$ cat src/rtl/alu_seq_pkg.sv
// Shared opcodes, FSM state encoding and flag-vector layout for the
// sequential ALU family (this block and its pipelined sibling).
package alu_seq_pkg;

    localparam logic [2:0] OP_ADD = 3'b000;
    localparam logic [2:0] OP_SUB = 3'b001;
    localparam logic [2:0] OP_AND = 3'b010;
    localparam logic [2:0] OP_OR  = 3'b011;
    localparam logic [2:0] OP_XOR = 3'b100;
    localparam logic [2:0] OP_ROR = 3'b101;
    localparam logic [2:0] OP_ROL = 3'b110;
    localparam logic [2:0] OP_MUL = 3'b111;

    typedef enum logic [1:0] {
        IDLE = 2'd0,
        EXEC = 2'd1,
        DONE = 2'd2
    } state_e;

    // Packed flag vector is {cf, sf, zf, vf}
    localparam int NFLAGS  = 4;
    localparam int FLAG_CF = 3;
    localparam int FLAG_SF = 2;
    localparam int FLAG_ZF = 1;
    localparam int FLAG_VF = 0;

    function automatic logic op_is_rot(input logic [2:0] op);
        return (op == OP_ROR) || (op == OP_ROL);
    endfunction

endpackage

$ cat src/rtl/alu_flag_gen.sv
// Flag generator: sf/zf straight from the result, cf/vf selected per opcode
// from the candidate sources the datapath supplies.
module alu_flag_gen
    import alu_seq_pkg::*;
#(
    parameter int W = 8
) (
    input  logic [2:0]        op,
    input  logic [W-1:0]      r,
    input  logic              arith_cf,
    input  logic              arith_vf,
    input  logic              rot_cf,
    input  logic [W-1:0]      mul_hi,
    output logic [NFLAGS-1:0] flags
);

    logic cf;
    logic vf;

    always_comb begin
        cf = 1'b0;
        vf = 1'b0;
        case (op)
            OP_ADD, OP_SUB: begin
                cf = arith_cf;
                vf = arith_vf;
            end
            OP_ROR, OP_ROL: cf = rot_cf;
            OP_MUL: begin
                cf = |mul_hi;
                vf = |mul_hi;
            end
            default: begin
                cf = 1'b0;
                vf = 1'b0;
            end
        endcase

        flags          = '0;
        flags[FLAG_CF] = cf;
        flags[FLAG_SF] = r[W-1];
        flags[FLAG_ZF] = (r == '0);
        flags[FLAG_VF] = vf;
    end

endmodule

$ cat src/rtl/alu_seq_nbit.sv
// Sequential W-bit ALU: single-cycle add/sub/logic, bit-serial rotates and
// shift-add multiply, with valid/ready handshakes on both sides.
module alu_seq_nbit
    import alu_seq_pkg::*;
#(
    parameter int W = 8
) (
    input  logic         clk,
    input  logic         rst_n,
    input  logic         in_valid,
    output logic         in_ready,
    input  logic [W-1:0] a,
    input  logic [W-1:0] b,
    input  logic [2:0]   op,
    output logic         out_valid,
    input  logic         out_ready,
    output logic [W-1:0] r,
    output logic         cf,
    output logic         sf,
    output logic         zf,
    output logic         vf
);

    localparam int              SHW     = $clog2(W);
    localparam logic [SHW:0]    CNT_W   = (SHW+1)'(W);
    localparam logic [SHW:0]    CNT_ONE = (SHW+1)'(1);

    state_e              state_q, state_d;
    logic [2:0]          op_q, op_d;
    logic [W-1:0]        a_q, a_d;
    logic [2*W-1:0]      acc_q, acc_d;
    logic [SHW:0]        cnt_q, cnt_d;
    logic [W-1:0]        r_q, r_d;
    logic [NFLAGS-1:0]   flags_q, flags_d;

    logic                accept;
    logic [SHW-1:0]      amt;
    logic [W:0]          add_ext;
    logic [W:0]          sub_ext;
    logic                add_vf;
    logic                sub_vf;
    logic [W-1:0]        imm_r;
    logic [W:0]          mul_sum;
    logic [2*W-1:0]      step_acc;

    logic                in_exec;
    logic [2:0]          fg_op;
    logic [W-1:0]        fg_r;
    logic                fg_arith_cf;
    logic                fg_arith_vf;
    logic                fg_rot_cf;
    logic [NFLAGS-1:0]   fg_flags;

    assign in_ready  = (state_q == IDLE) || ((state_q == DONE) && out_ready);
    assign accept    = in_valid && in_ready;
    assign amt       = b[SHW-1:0];
    assign out_valid = (state_q == DONE);
    assign r         = r_q;
    assign cf        = flags_q[FLAG_CF];
    assign sf        = flags_q[FLAG_SF];
    assign zf        = flags_q[FLAG_ZF];
    assign vf        = flags_q[FLAG_VF];

    // Single-cycle datapath works on the live inputs at the accept edge
    always_comb begin
        add_ext = {1'b0, a} + {1'b0, b};
        sub_ext = {1'b0, a} + {1'b0, ~b} + {{W{1'b0}}, 1'b1};
        add_vf  = (a[W-1] == b[W-1]) && (add_ext[W-1] != a[W-1]);
        sub_vf  = (a[W-1] != b[W-1]) && (sub_ext[W-1] != a[W-1]);

        imm_r = a;
        case (op)
            OP_ADD:  imm_r = add_ext[W-1:0];
            OP_SUB:  imm_r = sub_ext[W-1:0];
            OP_AND:  imm_r = a & b;
            OP_OR:   imm_r = a | b;
            OP_XOR:  imm_r = a ^ b;
            default: imm_r = a;
        endcase
    end

    // One iteration step; acc low half is the rotate register or multiplier
    always_comb begin
        mul_sum  = {1'b0, acc_q[2*W-1:W]} + (acc_q[0] ? {1'b0, a_q} : '0);
        step_acc = acc_q;
        case (op_q)
            OP_ROR:  step_acc[W-1:0] = {acc_q[0], acc_q[W-1:1]};
            OP_ROL:  step_acc[W-1:0] = {acc_q[W-2:0], acc_q[W-1]};
            OP_MUL:  step_acc = {mul_sum, acc_q[W-1:1]};
            default: step_acc = acc_q;
        endcase
    end

    always_comb begin
        in_exec     = (state_q == EXEC);
        fg_op       = in_exec ? op_q : op;
        fg_r        = in_exec ? step_acc[W-1:0] : imm_r;
        fg_arith_cf = (op == OP_SUB) ? sub_ext[W] : add_ext[W];
        fg_arith_vf = (op == OP_SUB) ? sub_vf : add_vf;
        fg_rot_cf   = 1'b0;
        if (in_exec) begin
            fg_rot_cf = (op_q == OP_ROR) ? step_acc[W-1] : step_acc[0];
        end
    end

    alu_flag_gen #(.W(W)) u_flag_gen (
        .op       (fg_op),
        .r        (fg_r),
        .arith_cf (fg_arith_cf),
        .arith_vf (fg_arith_vf),
        .rot_cf   (fg_rot_cf),
        .mul_hi   (step_acc[2*W-1:W]),
        .flags    (fg_flags)
    );

    always_comb begin
        state_d = state_q;
        op_d    = op_q;
        a_d     = a_q;
        acc_d   = acc_q;
        cnt_d   = cnt_q;
        r_d     = r_q;
        flags_d = flags_q;

        case (state_q)
            IDLE, DONE: begin
                if (accept) begin
                    op_d = op;
                    a_d  = a;
                    if (op == OP_MUL) begin
                        state_d = EXEC;
                        cnt_d   = CNT_W;
                        acc_d   = {{W{1'b0}}, b};
                    end else if (op_is_rot(op) && (amt != '0)) begin
                        state_d = EXEC;
                        cnt_d   = {1'b0, amt};
                        acc_d   = {{W{1'b0}}, a};
                    end else begin
                        state_d = DONE;
                        r_d     = imm_r;
                        flags_d = fg_flags;
                    end
                end else if ((state_q == DONE) && out_ready) begin
                    state_d = IDLE;
                end
            end
            EXEC: begin
                acc_d = step_acc;
                cnt_d = cnt_q - CNT_ONE;
                // The step that drives the counter to zero is the final one
                if (cnt_q <= CNT_ONE) begin
                    state_d = DONE;
                    cnt_d   = '0;
                    r_d     = step_acc[W-1:0];
                    flags_d = fg_flags;
                end
            end
            default: state_d = IDLE;
        endcase
    end

    always_ff @(posedge clk or negedge rst_n) begin
        if (!rst_n) begin
            state_q <= IDLE;
            op_q    <= '0;
            a_q     <= '0;
            acc_q   <= '0;
            cnt_q   <= '0;
            r_q     <= '0;
            flags_q <= '0;
        end else begin
            state_q <= state_d;
            op_q    <= op_d;
            a_q     <= a_d;
            acc_q   <= acc_d;
            cnt_q   <= cnt_d;
            r_q     <= r_d;
            flags_q <= flags_d;
        end
    end

endmodule

$ cat config.mk
export PLATFORM = sky130hd
export DESIGN_NAME = alu_seq_nbit
export DESIGN_NICKNAME = d
export VERILOG_FILES = /design/src/rtl/alu_seq_pkg.sv /design/src/rtl/alu_flag_gen.sv /design/src/rtl/alu_seq_nbit.sv
export SDC_FILE = /design/constraint.sdc
export NUM_CORES = 1
export LEC_CHECK = 0
export ABC_AREA = 1
export BUFFER_PORTS_ARGS = -buffer_cell sky130_fd_sc_hd__buf_4
export CORE_ASPECT_RATIO = 1.5
export CORE_UTILIZATION = 40
export CTS_CLUSTER_DIAMETER = 120
export DETAILED_ROUTE_END_ITERATION = 10
export GPL_TIMING_DRIVEN = 0
export HOLD_SLACK_MARGIN = 0.03
export PLACE_DENSITY_LB_ADDON = 0.05
export SETUP_SLACK_MARGIN = 0.05
export SKIP_CTS_REPAIR_TIMING = 1
export SYNTH_ARGS = -nofsm -noshare
export SYNTH_HDL_FRONTEND = slang
export SYNTH_SLANG_ARGS = --single-unit
$ cat constraint.sdc
create_clock -name clk -period 4.3 [get_ports clk]
set_input_delay 0.86 -clock clk [delete_from_list [all_inputs] [get_ports clk]]
set_output_delay 0.86 -clock clk [all_outputs]
set_load 0.05 [all_outputs]
# After elaboration in Yosys (flattened, before gate mapping)
# Index checks and enable logic that the tools add are counted.
# totals
in_bits	23
out_inout_bits	14
memories	0
rom_bits	0
word_cells	101
register_bits	45
ramBits	0
latchBits	0
# classes
multipliers	0
mux	37
bitwise	4
shift	0
n_reduce_logical	21
add_sub_neg	5
n_lt_le_gt_ge	1
eq_ne	26
n_div	0
# op_table
cell	n
$mux W8	7
$mux W16	3
$pmux W8 S5	1
$mux W4	8
$pmux W16 S2	1
$eq A3 B3 Y1 const B	10
$add A8 B8 Y9	3
$pmux W8 S3	1
$pmux W4 S2	2
$pmux W8 S2	1
$mux W2	5
$add A9 B1 Y9 const B	1
$and A8 B8 Y8	1
$logic_not A8 Y1	1
$not A8 Y8	1
$or A8 B8 Y8	1
$reduce_or A8 Y1	1
$xor A8 B8 Y8	1
$eq A3 B1 Y1 const B	2
$eq A3 B2 Y1 const B	2
$logic_not A3 Y1	2
$ne A2 B2 Y1 const B	3
$ne A3 B3 Y1 const B	2
$reduce_or A2 Y1	3
20 further kinds	31

# Longest topological paths before layout
# Gate-level depths: netlist of run 1.
# logic_depth
ltp_word	11
mapped_depth	19
depth_no_buf	18

# Hierarchy
# Synthesis of run 1 repeated with hierarchy kept, for this count alone.
# unflattened
cells_unflattened	612
hier_area_um2	4061.4
# by_module_without_submodules
module	n_inst	seq_area_each_um2	area_per_inst_um2	cells_per_inst
alu_seq_nbit	1	1126.1	3935.0	583
alu_flag_gen	1	0.0	126.4	29

# Worst setup path after synthesis of run 1
# Ideal clock, no wire load.
# synth_timing
path_kind	input-to-output
start	in out_ready
end	out in_ready
stages	2
path_buffers	0
t_required_ns	3.440
t_arrival_ns	1.663
setup_slack_ns	1.777
cell_sequence	inv_1 > a21oi_1
# synth_via
elab_chain_cells	2
# synth_lines
item	line_no	source
start, declared	alu_seq_nbit.sv:16	input logic out_ready,
$logic_and A1 B1 Y1	alu_seq_nbit.sv:54	assign in_ready = (state_q == IDLE) || ((state_q == DONE) && out_ready);
$logic_or A1 B1 Y1	alu_seq_nbit.sv:54	
end, declared	alu_seq_nbit.sv:11	output logic in_ready,
# No other way between the ends.

# Worst setup path after layout of run 1
# layout_timing
start	reg acc_q[0]
end	reg flags_q[3]
# layout_via
elab_chain_cells	10
word_cells_on_any_way	13
cone_classes	add/sub: 1; mux: 11; reduce/logical: 1
# layout_lines
item	line_no	source
start, declared	alu_seq_nbit.sv:31	logic [2*W-1:0] acc_q, acc_d;
start signal, assigned	alu_seq_nbit.sv:167	acc_q <= '0;
start signal, assigned	alu_seq_nbit.sv:175	acc_q <= acc_d;
$mux W8	alu_seq_nbit.sv:84	mul_sum = {1'b0, acc_q[2*W-1:W]} + (acc_q[0] ? {1'b0, a_q} : '0);
$add A8 B8 Y9	alu_seq_nbit.sv:84	
$pmux W8 S3	alu_seq_nbit.sv:86	case (op_q)
$mux W1	alu_seq_nbit.sv:102	fg_rot_cf = (op_q == OP_ROR) ? step_acc[W-1] : step_acc[0];
$mux W1	alu_seq_nbit.sv:101	if (in_exec) begin
$pmux W1 S3 *	alu_flag_gen.sv:23	case (op)
$mux W4	alu_seq_nbit.sv:134	end else if (op_is_rot(op) && (amt != '0)) begin
$mux W4	alu_seq_nbit.sv:130	if (op == OP_MUL) begin
$mux W4	alu_seq_nbit.sv:127	if (accept) begin
$pmux W4 S2 *	alu_seq_nbit.sv:125	case (state_q)
end signal, assigned	alu_seq_nbit.sv:178	flags_q <= flags_d;
end, declared	alu_seq_nbit.sv:34	logic [NFLAGS-1:0] flags_q, flags_d;
# Mark *: on every way between the ends. The rest lies on a longest branch, timed or not. The select of a mux whose other input is x is not followed.
# A chain may end at the register's enable or synchronous reset.

==> impl_metrics.yaml, run 1 <==
timing:
  layout_setup_ws_ns: 1.66
  layout_min_cycle_time_ns: 2.64
  setup_viol: 0
  fin_crit_sh_pct: 61.3
  fmax_mhz: 379
  tightest_slew_ns: 0.608
  rsz0062_at_grt: "no"
  hold_violations: 0
  skew_ns: 0.00508
  slew_headroom_pct: 59.3
  setup_tns_ns: 0
  timing.hold.ws_ns: 0.482
  slew_violations: 0
grt:
  antenna_found_initial: 0
  grtUsageTotal_pct: 25.5
  grt_max_degree: 45
  grt_pass1_wl_mm: 21.7
  first_global_vias: 4440
  grt_overflow: 0
clock_network:
  cts_sinks: 44
  cts_tree: "built"
  clockBufferDepth: 2
  clkTransAtPathRegs_ns: 0.06
  ctsHtreeMaxLevel: 2
  clk_latency_ns: 0.29
  cts_buffers: 5
  root_buffer: "clkbuf_16"
flow_run:
  drv_cap: 0
final_layout:
  drive_gt1_share_pct: 10.7
  layout.cells.non_filler: 845
  mostFrequentLayoutCells: "187 x nand2_1, 102 x inv_1, 58 x nor2_1"
  final_area_um2: 4880
  num_antenna_cells: 0
  area_growth_pct: 13.4
  fillers: 1150
  mostFrequentLayoutCell: "nand2_1"
  nNetsFinal: 760
  final_core_util_pct: 46.4
synth:
  synth_enable_flop_cells: 0
  syn_area_um2: 4310
  synthCells: 660
  ys_ff_latch: 44
  synth_seq_area_share_pct: 25.6
  synth_fp_nets: 720
  asyncSetResetFlopFracSynth_pct: 100
  yosysUniqueCellTypes: 39
  avgSynthCellArea_um2: 6.53
  synth_ff_type: "dfrtp_1"
  ys_warn_count: 0
critical_path:
  cp.arrival_ns: 2.82
  end_kind: "flip-flop"
  startpoint_type: "flip-flop"
  r2r_end: "flags_q[3]"
  timing.rr.start: "acc_q[0]"
  r2r_cells: 18
  worstPathMaxFanout: 10
  crit_type: "flip-flop to flip-flop"
  cp.required_ns: 4.48
  r2r_slack_ns: 1.66
  startpoint: "acc_q[0]"
place:
  port_buffers: 33
  dp.cells: 837
  place.gp.congestion: 0.915
  pre_cts_slack_ns: 1.37
  place_area_um2: 4730
  hpwlAfterDp_mm: 10.9
route:
  drt_iter0_markers: 166
  vias: 4421
  drt_wl_total_mm: 13.4
  wl_per_cell_um: 15.8
  viasPerCell: 5.23
  antenna_left: 0
  drc_errors: 0
  first_pass_iters: 7
die:
  die_h_um: 129
  ios: 37
  die_w_um: 86.7
  num_rows: 46
  initial_core_util_pct: 40.9
  core_um2: 10500
  die-area_um2: 11200
pwr:
  powerDensity_nw_per_um2: 552
  power_leakage_nw: 2.70
  total_power_mw: 2.70
  vdd_drop_max_v: 0.000188
worst_hold_path:
  min_path_cells: 2
  hold_path_startpoint: "a_q[3]"
  hold_path_end: "a_q[3]"
  hp-class: "flip-flop to flip-flop"
outcome:
  status: "completed"
-- Yosys cell counts, drive strengths merged (4+ instances only) --
library cell / instances / area (µm²)
nand3: 59 / 305
nand2: 193 / 759
nand4: 10 / 62.6
dfrtp: 44 / 1100
buf: 14 / 104
nor2: 63 / 304
a31oi: 6 / 37.5
o21ai: 51 / 255
o22ai: 10 / 62.6
inv: 108 / 410
a21oi: 28 / 144
a22o: 5 / 43.8
ha: 34 / 425
o221ai: 4 / 35.0
clkbuf: 5 / 18.8
-- critical path, cell delays in order (launching register included) --
cell and delay (ns):
dfrtp_1 0.32, clkbuf_1 0.39, nand2_1 0.10, inv_1 0.07, ha_1 0.20, inv_1 0.07
fa_1 0.40, inv_1 0.11, nand2_1 0.07, nand2_1 0.10, nand2_1 0.06, nand3_1 0.09
nand3_1 0.08, nor2_1 0.13, nand3_1 0.10, nand2_1 0.10, nand2_1 0.05, nand2_1 0.06
nand2_1 0.05
-- cells by family (layout without fill, tap and decap cells) --
group,Yosys count,after routing,share of synthesized area (%)
buffers and inverters,127,168,12.4
AO/OA/AOI/OAI,115,115,15.4
adder cells (fa/ha/maj),37,37,11.3
flip-flops,44,44,25.6
AND/OR/NAND/NOR,332,332,34.3
XOR/XNOR,4,4,0.814
multiplexers,1,1,0.232
-- routing by layer --
metal | track usage, % | share of wire [%] | vias to the layer above
met4 | 15.8 | 5.7 | 0
met2 | 49.2 | 55 | 90
met3 | 2.17 | 2.1 | 45
met1 | 26.1 | 37 | 2073
met5 | 0 | 0 | -
li1 | - | - | 2213
-- sequential cells by signal, indices dropped and copies added, names as in the netlist --
signal and flops:
r 7, flags_q 4, acc_q 16, cnt_q 4
state_q 2, op_q 3, a_q 8
-- cell type report --
type,count,area [µm²],share of cell area (%)
clock buffers,7,143,2.92
inverters,108,410,8.40
repair buffers,33,248,5.07
multi-input cells,489,2670,54.7
well taps,144,180,3.69
clock inverters,1,7.51,0.154
flip-flops and latches,44,1100,22.5
plain buffers,19,123,2.51
-- worst max path at each step --
stage                 endpoint  depth (start not counted)
floorplan             in_ready                          2
global placement    flags_q[1]                         17
detailed placement  flags_q[1]                         17
CTS                 flags_q[3]                         18
global route        flags_q[0]                         18
finish              flags_q[3]                         18
-- power breakdown --
part / switching [mW] / internal, mW
Combinational: 1.07 / 0.512
Sequential: 0.138 / 0.590
Clock: 0.161 / 0.232
Total: 1.36 / 1.33
No activity file was read; power rests on OpenSTA's default activity.
==> run 2: changes to the inputs <==
--- a/config.mk
+++ b/config.mk
@@ -5,7 +5,7 @@
 export SDC_FILE = /design/constraint.sdc
 export NUM_CORES = 1
 export LEC_CHECK = 0
-export ABC_AREA = 1
+export ABC_AREA = 0
 export BUFFER_PORTS_ARGS = -buffer_cell sky130_fd_sc_hd__buf_4
 export CORE_ASPECT_RATIO = 1.5
 export CORE_UTILIZATION = 40
==> constraint.sdc (replaced) <==
create_clock -name clk -period 2.35 [get_ports clk]
set_input_delay 0.47 -clock clk [delete_from_list [all_inputs] [get_ports clk]]
set_output_delay 0.47 -clock clk [all_outputs]
set_load 0.05 [all_outputs]
==> run 2 against run 1 <==
The flow now finishes with violations (negative setup slack). Fmax down 2.5%. Non-clock buffer count up 38. Worst setup slack worse by 2.0 ns. Die area down 2.3%. Register-to-register slack worse by 2.0 ns. Design area up 11%. Sequential power up 87%. Final cell count down 13%. Critical endpoint is now flags_q[0]. Highest routed layer unchanged.
==> impl_metrics.yaml, run 2 <==
synth:
  synth_ff_type: "dfrtp_1"
  ys_top_cells_by_count: "47 x nand2_1, 44 x dfrtp_1, 43 x nor2_1, 38 x o21ai_0, 35 x inv_1"
  yosysUniqueCellTypes: 70
  synthCells: 530
  synth_fp_nets: 590
  synth_most_common_cell: "nand2_1"
  synth_seq_area_share_pct: 26.2
  avgSynthCellArea_um2: 7.94
  synth_enable_flop_cells: 0
  yosys.area.top_type: "dfrtp_1"
  ys_warn_count: 0
  synth_top_area_share_pct: 26.2
  yosys-top-cells-area: "dfrtp_1 26%, ha_1 10%, o21ai_0 4.5%"
  ys_ff_latch: 44
  asyncSetResetFlopFracSynth_pct: 100
  syn_area_um2: 4210
clock_network:
  cts_tree: "built"
  clockBufferDepth: 2
  clkTransAtPathRegs_ns: 0.07
  root_buffer: "clkbuf_16"
  cts_buffers: 5
  clk_latency_ns: 0.29
  ctsHtreeMaxLevel: 2
  cts_sinks: 44
pwr:
  vdd_drop_max_v: 0.000499
  power_leakage_nw: 2.35
  total_power_mw: 5.43
  powerDensity_nw_per_um2: 1000
route:
  drt_iter0_markers: 266
  drt_wl_total_mm: 14.8
  drc_errors: 0
  wl_per_cell_um: 20.1
  antenna_left: 0
  vias: 4398
  first_pass_iters: 7
  viasPerCell: 5.98
timing:
  tightest_slew_ns: 0.774
  layout_setup_ws_ns: -0.355
  rsz0062_at_grt: "yes"
  fmax_mhz: 370
  slew_violations: 0
  slew_headroom_pct: 48.2
  fin_crit_sh_pct: 115
  setup_viol: 6
  layout_min_cycle_time_ns: 2.71
  setup_tns_ns: -1.15
  timing.hold.ws_ns: 0.167
  skew_ns: 0.00896
  hold_violations: 0
outcome:
  status: "complete, but fails checks"
  violations: "negative setup slack"
final_layout:
  largest_reg_flops: 16
  fillers: 986
  mostFrequentLayoutCells: "48 x buf_4, 47 x nand2_1, 44 x dfrtp_1"
  area_growth_pct: 28.9
  mostFrequentLayoutCell: "buf_4"
  top_register: "acc_q"
  num_antenna_cells: 0
  final_core_util_pct: 53.2
  drive_gt1_share_pct: 26.3
  nNetsFinal: 653
critical_path:
  cp.required_ns: 2.53
  r2r_end: "flags_q[0]"
  startpoint: "acc_q[0]"
  r2r_cells: 12
  crit_path_end: "flags_q[0]"
  startpoint_type: "flip-flop"
  worstPathMaxFanout: 6
  end_kind: "flip-flop"
  crit_type: "flip-flop to flip-flop"
  timing.rr.start: "acc_q[0]"
  r2r_slack_ns: -0.36
  cp.arrival_ns: 2.89
grt:
  grtUsageTotal_pct: 27.0
  first_global_vias: 4103
  grt_overflow: 0
  antenna_found_initial: 0
  grt_pass1_wl_mm: 22.4
  grt_max_degree: 45
die:
  core_um2: 10200
  initial_core_util_pct: 41.3
  num_rows: 45
  die_h_um: 128
  die-area_um2: 10900
  die_w_um: 85.7
  ios: 37
place:
  port_buffers: 36
  place.gp.congestion: 0.924
  pre_cts_slack_ns: -0.667
  hpwlAfterDp_mm: 11.3
flow_run:
  drv_cap: 0
worst_hold_path:
  hp-class: "input port to asynchronous set/reset pin"
run 2: per-stage QoR:
stage / std cells / cell area [µm²]
floorplan: 530 / 4380
global placement: 707 / 4830
detailed placement: 707 / 4830
CTS: 715 / 4970
global route: 735 / 5420
finish: 735 / 5420
run 2: worst min-delay path by stage:
| stage | start | end | slack, ns | cells past startpoint |
|---|---|---|---|---|
| finish | rst_n | r[3] | 0.17 | 1 |
| global route | rst_n | acc_q[14] | 0.23 | 1 |
| CTS | rst_n | acc_q[14] | 0.20 | 1 |
| detailed placement | r[3] | r[3] | 0.47 | 2 |
| global placement | r[2] | r[2] | 0.46 | 2 |
| floorplan | rst_n | a_q[0] | 0.17 | 0 |
run 2: layout make-up:
cell class | count | area (µm²) | area share, %
Timing Repair Buffer | 58 | 502 | 9.25
Sequential cell | 44 | 1100 | 20.3
Multi-Input combinational cell | 417 | 3170 | 58.5
Buffer | 32 | 175 | 3.23
Tap cell | 141 | 176 | 3.25
Clock buffer | 5 | 125 | 2.31
Clock inverter | 3 | 18.8 | 0.346
Inverter | 35 | 151 | 2.79
run 2: cell families after synthesis:
group                    Yosys count  synth area share [%]
AO/OA/AOI/OAI                    177                  29.0
XOR/XNOR                           6                  1.25
adder cells (fa/ha/maj)           37                  11.5
buffers and inverters             69                  6.60
flip-flops                        44                  26.2
multiplexers                      14                  3.60
AND/OR/NAND/NOR                  183                  21.9
run 2: power breakdown:
part / switching (mW) / internal [mW] / leakage [nW]
clock network: 0.315 / 0.393 / 0.0736
logic: 2.07 / 1.30 / 1.74
registers: 0.275 / 1.08 / 0.540
run 2: critical path, cell delays in order, from the launching register on:
cell and delay, ns:
dfrtp_1 0.38, buf_8 0.12, and2_4 0.14, ha_4 0.13, inv_2 0.04, fa_2 0.34
nor2b_2 0.14, o31a_1 0.20, a21oi_2 0.06, o41a_1 0.42, nor4_2 0.27, a31oi_2 0.17
o22a_1 0.18
run 2: per-layer routing:
layer / global-route usage [%] / wire length [µm] / vias up
li1: - / - / 2052
met1: 30.6 / 5670 / 2146
met2: 50.2 / 7930 / 163
met3: 2.13 / 579 / 37
met4: 13.3 / 592 / 0
met5: 0 / 0 / -
==> run 3: changes to the inputs <==
==> constraint.sdc (replaced) <==
create_clock -name clk -period 2.3 [get_ports clk]
set_input_delay 0.46 -clock clk [delete_from_list [all_inputs] [get_ports clk]]
set_output_delay 0.46 -clock clk [all_outputs]
set_load 0.05 [all_outputs]
==> run 3 against run 2 <==
The flow still finishes with violations (negative setup slack). Sequential power barely moved. Worst setup slack worse by 0.057 ns. Critical path depth rose by 1. Fmax fell by 0.27%. Combinational power up 2%. Clock power grew 1%. Design area about the same. Final cell count did not move. Largest power group unchanged.
==> impl_metrics.yaml, run 3 (synthesized netlist as in run 2, its figures left out) <==
final_layout:
  drive_gt1_share_pct: 26.4
  nNetsFinal: 653
  top_register: "acc_q"
  area_growth_pct: 28.9
  mostFrequentLayoutCell: "buf_4"
  final_core_util_pct: 53.2
  fillers: 986
  largest_reg_flops: 16
  final_area_um2: 5420
  multi_input_area_um2: 3170
  mostFrequentLayoutCells: "48 x buf_4, 47 x nand2_1, 44 x dfrtp_1"
  num_antenna_cells: 0
  register_area_um2: 1100
timing:
  fmax_mhz: 369
  tightest_slew_ns: 0.766
  hold_violations: 0
  layout_min_cycle_time_ns: 2.71
  slew_headroom_pct: 48.7
  setup_viol: 6
  rsz0062_at_grt: "yes"
  slew_violations: 0
  fin_crit_sh_pct: 118
  skew_ns: 0.00889
  layout_setup_ws_ns: -0.413
critical_path:
  startpoint: "acc_q[0]"
  startpoint_type: "flip-flop"
  crit_type: "flip-flop to flip-flop"
  end_kind: "flip-flop"
  cp.arrival_ns: 2.89
  worstPathMaxFanout: 6
  cp.required_ns: 2.48
  timing.rr.start: "acc_q[0]"
place:
  hpwlAfterDp_mm: 11.3
  place.gp.congestion: 0.924
  pre_cts_slack_ns: -0.707
  place_area_um2: 4830
  port_buffers: 36
route:
  wl_per_cell_um: 20.1
  antenna_left: 0
  drt_iter0_markers: 285
  vias: 4381
  drt_wl_total_mm: 14.8
  first_pass_iters: 8
  drc_errors: 0
  viasPerCell: 5.96
pwr:
  p_int_mw: 2.83
  clkPwrFrac_pct: 12.9
  total_power_mw: 5.56
  power_leakage_nw: 2.35
  p_sw_mw: 2.72
  vdd_drop_max_v: 0.000510
  p_sw_share_pct: 49.0
  combinationalPowerShare_pct: 62.1
  powerDensity_nw_per_um2: 1020
  seq_power_share_pct: 25.0
grt:
  antenna_found_initial: 0
  grt_pass1_wl_mm: 22.4
  grt_overflow: 0
  grtUsageTotal_pct: 27.0
  first_global_vias: 4103
  grt_max_degree: 45
clock_network:
  root_buffer: "clkbuf_16"
  cts_sinks: 44
  ctsHtreeMaxLevel: 2
  cts_tree: "built"
  cts_buffers: 5
  clk_latency_ns: 0.29
  clkTransAtPathRegs_ns: 0.07
  clockBufferDepth: 2
die:
  num_rows: 45
  die_h_um: 128
  initial_core_util_pct: 41.3
  die-area_um2: 10900
  die_w_um: 85.7
  ios: 37
  core_um2: 10200
worst_hold_path:
  hp-class: "input port to asynchronous set/reset pin"
flow_run:
  drv_cap: 0
outcome:
  status: "complete, but fails checks"
  violations: "negative setup slack"
==> run 3: per-layer routing <==
metal	GRT usage, %	vias up	wire length [µm]
met1	30.6	2150	5740
met2	50.2	148	7910
met3	2.13	33	513
met5	0	-	0
li1	-	2050	-
met4	13.3	0	589
==> run 3: cell type report <==
class	instances	area share (%)
Timing Repair Buffer	58	9.25
Clock buffer	5	2.31
Tap cell	141	3.25
Clock inverter	3	0.346
Buffer	32	3.23
Multi-Input combinational cell	417	58.5
Sequential cell	44	20.3
Inverter	35	2.79
==> run 3: final timing paths <==
path | endpoint | slack (ns) | cells past startpoint
worst max register to register | flags_q[0] | -0.41 | 13
worst min register to register | r[3] | 0.47 | 2
max in group asynchronous | acc_q[4] | 1.72 | 1
min in group clk | a_q[2] | 0.46 | 3
worst max-delay path | flags_q[0] | -0.41 | 13
worst min-delay path | acc_q[14] | 0.16 | 1
==> run 3: power groups by stage <==
stage               clock [mW]  combinational [mW]  sequential, mW
floorplan                    0                1.93            1.60
global placement             0                3.06            1.39
detailed placement           0                3.09            1.40
CTS                      0.720                3.10            1.38
global route             0.749                3.70            1.43
finish                   0.717                3.45            1.39
==> run 3: per-stage QoR <==
stage	instances	hold WS, ns	TNS (ns)
after detailed placement	707	0.466	-10.82
after global placement	707	0.458	-9.70
after CTS	715	0.192	-4.59
after global routing	735	0.220	-2.07
after floorplan	530	0.164	-0.445
final	735	0.157	-1.45
==> run 3: worst max-delay path, cell delays in order (launching register included) <==
cell and delay [ns]:
dfrtp_1 0.38, buf_8 0.12, and2_4 0.14, ha_4 0.13
inv_2 0.04, fa_2 0.34, nor2b_2 0.14, o31a_1 0.20
buf_6 0.12, mux2i_1 0.17, o21ai_1 0.12, nor4_2 0.34
a31oi_2 0.18, o22a_1 0.18
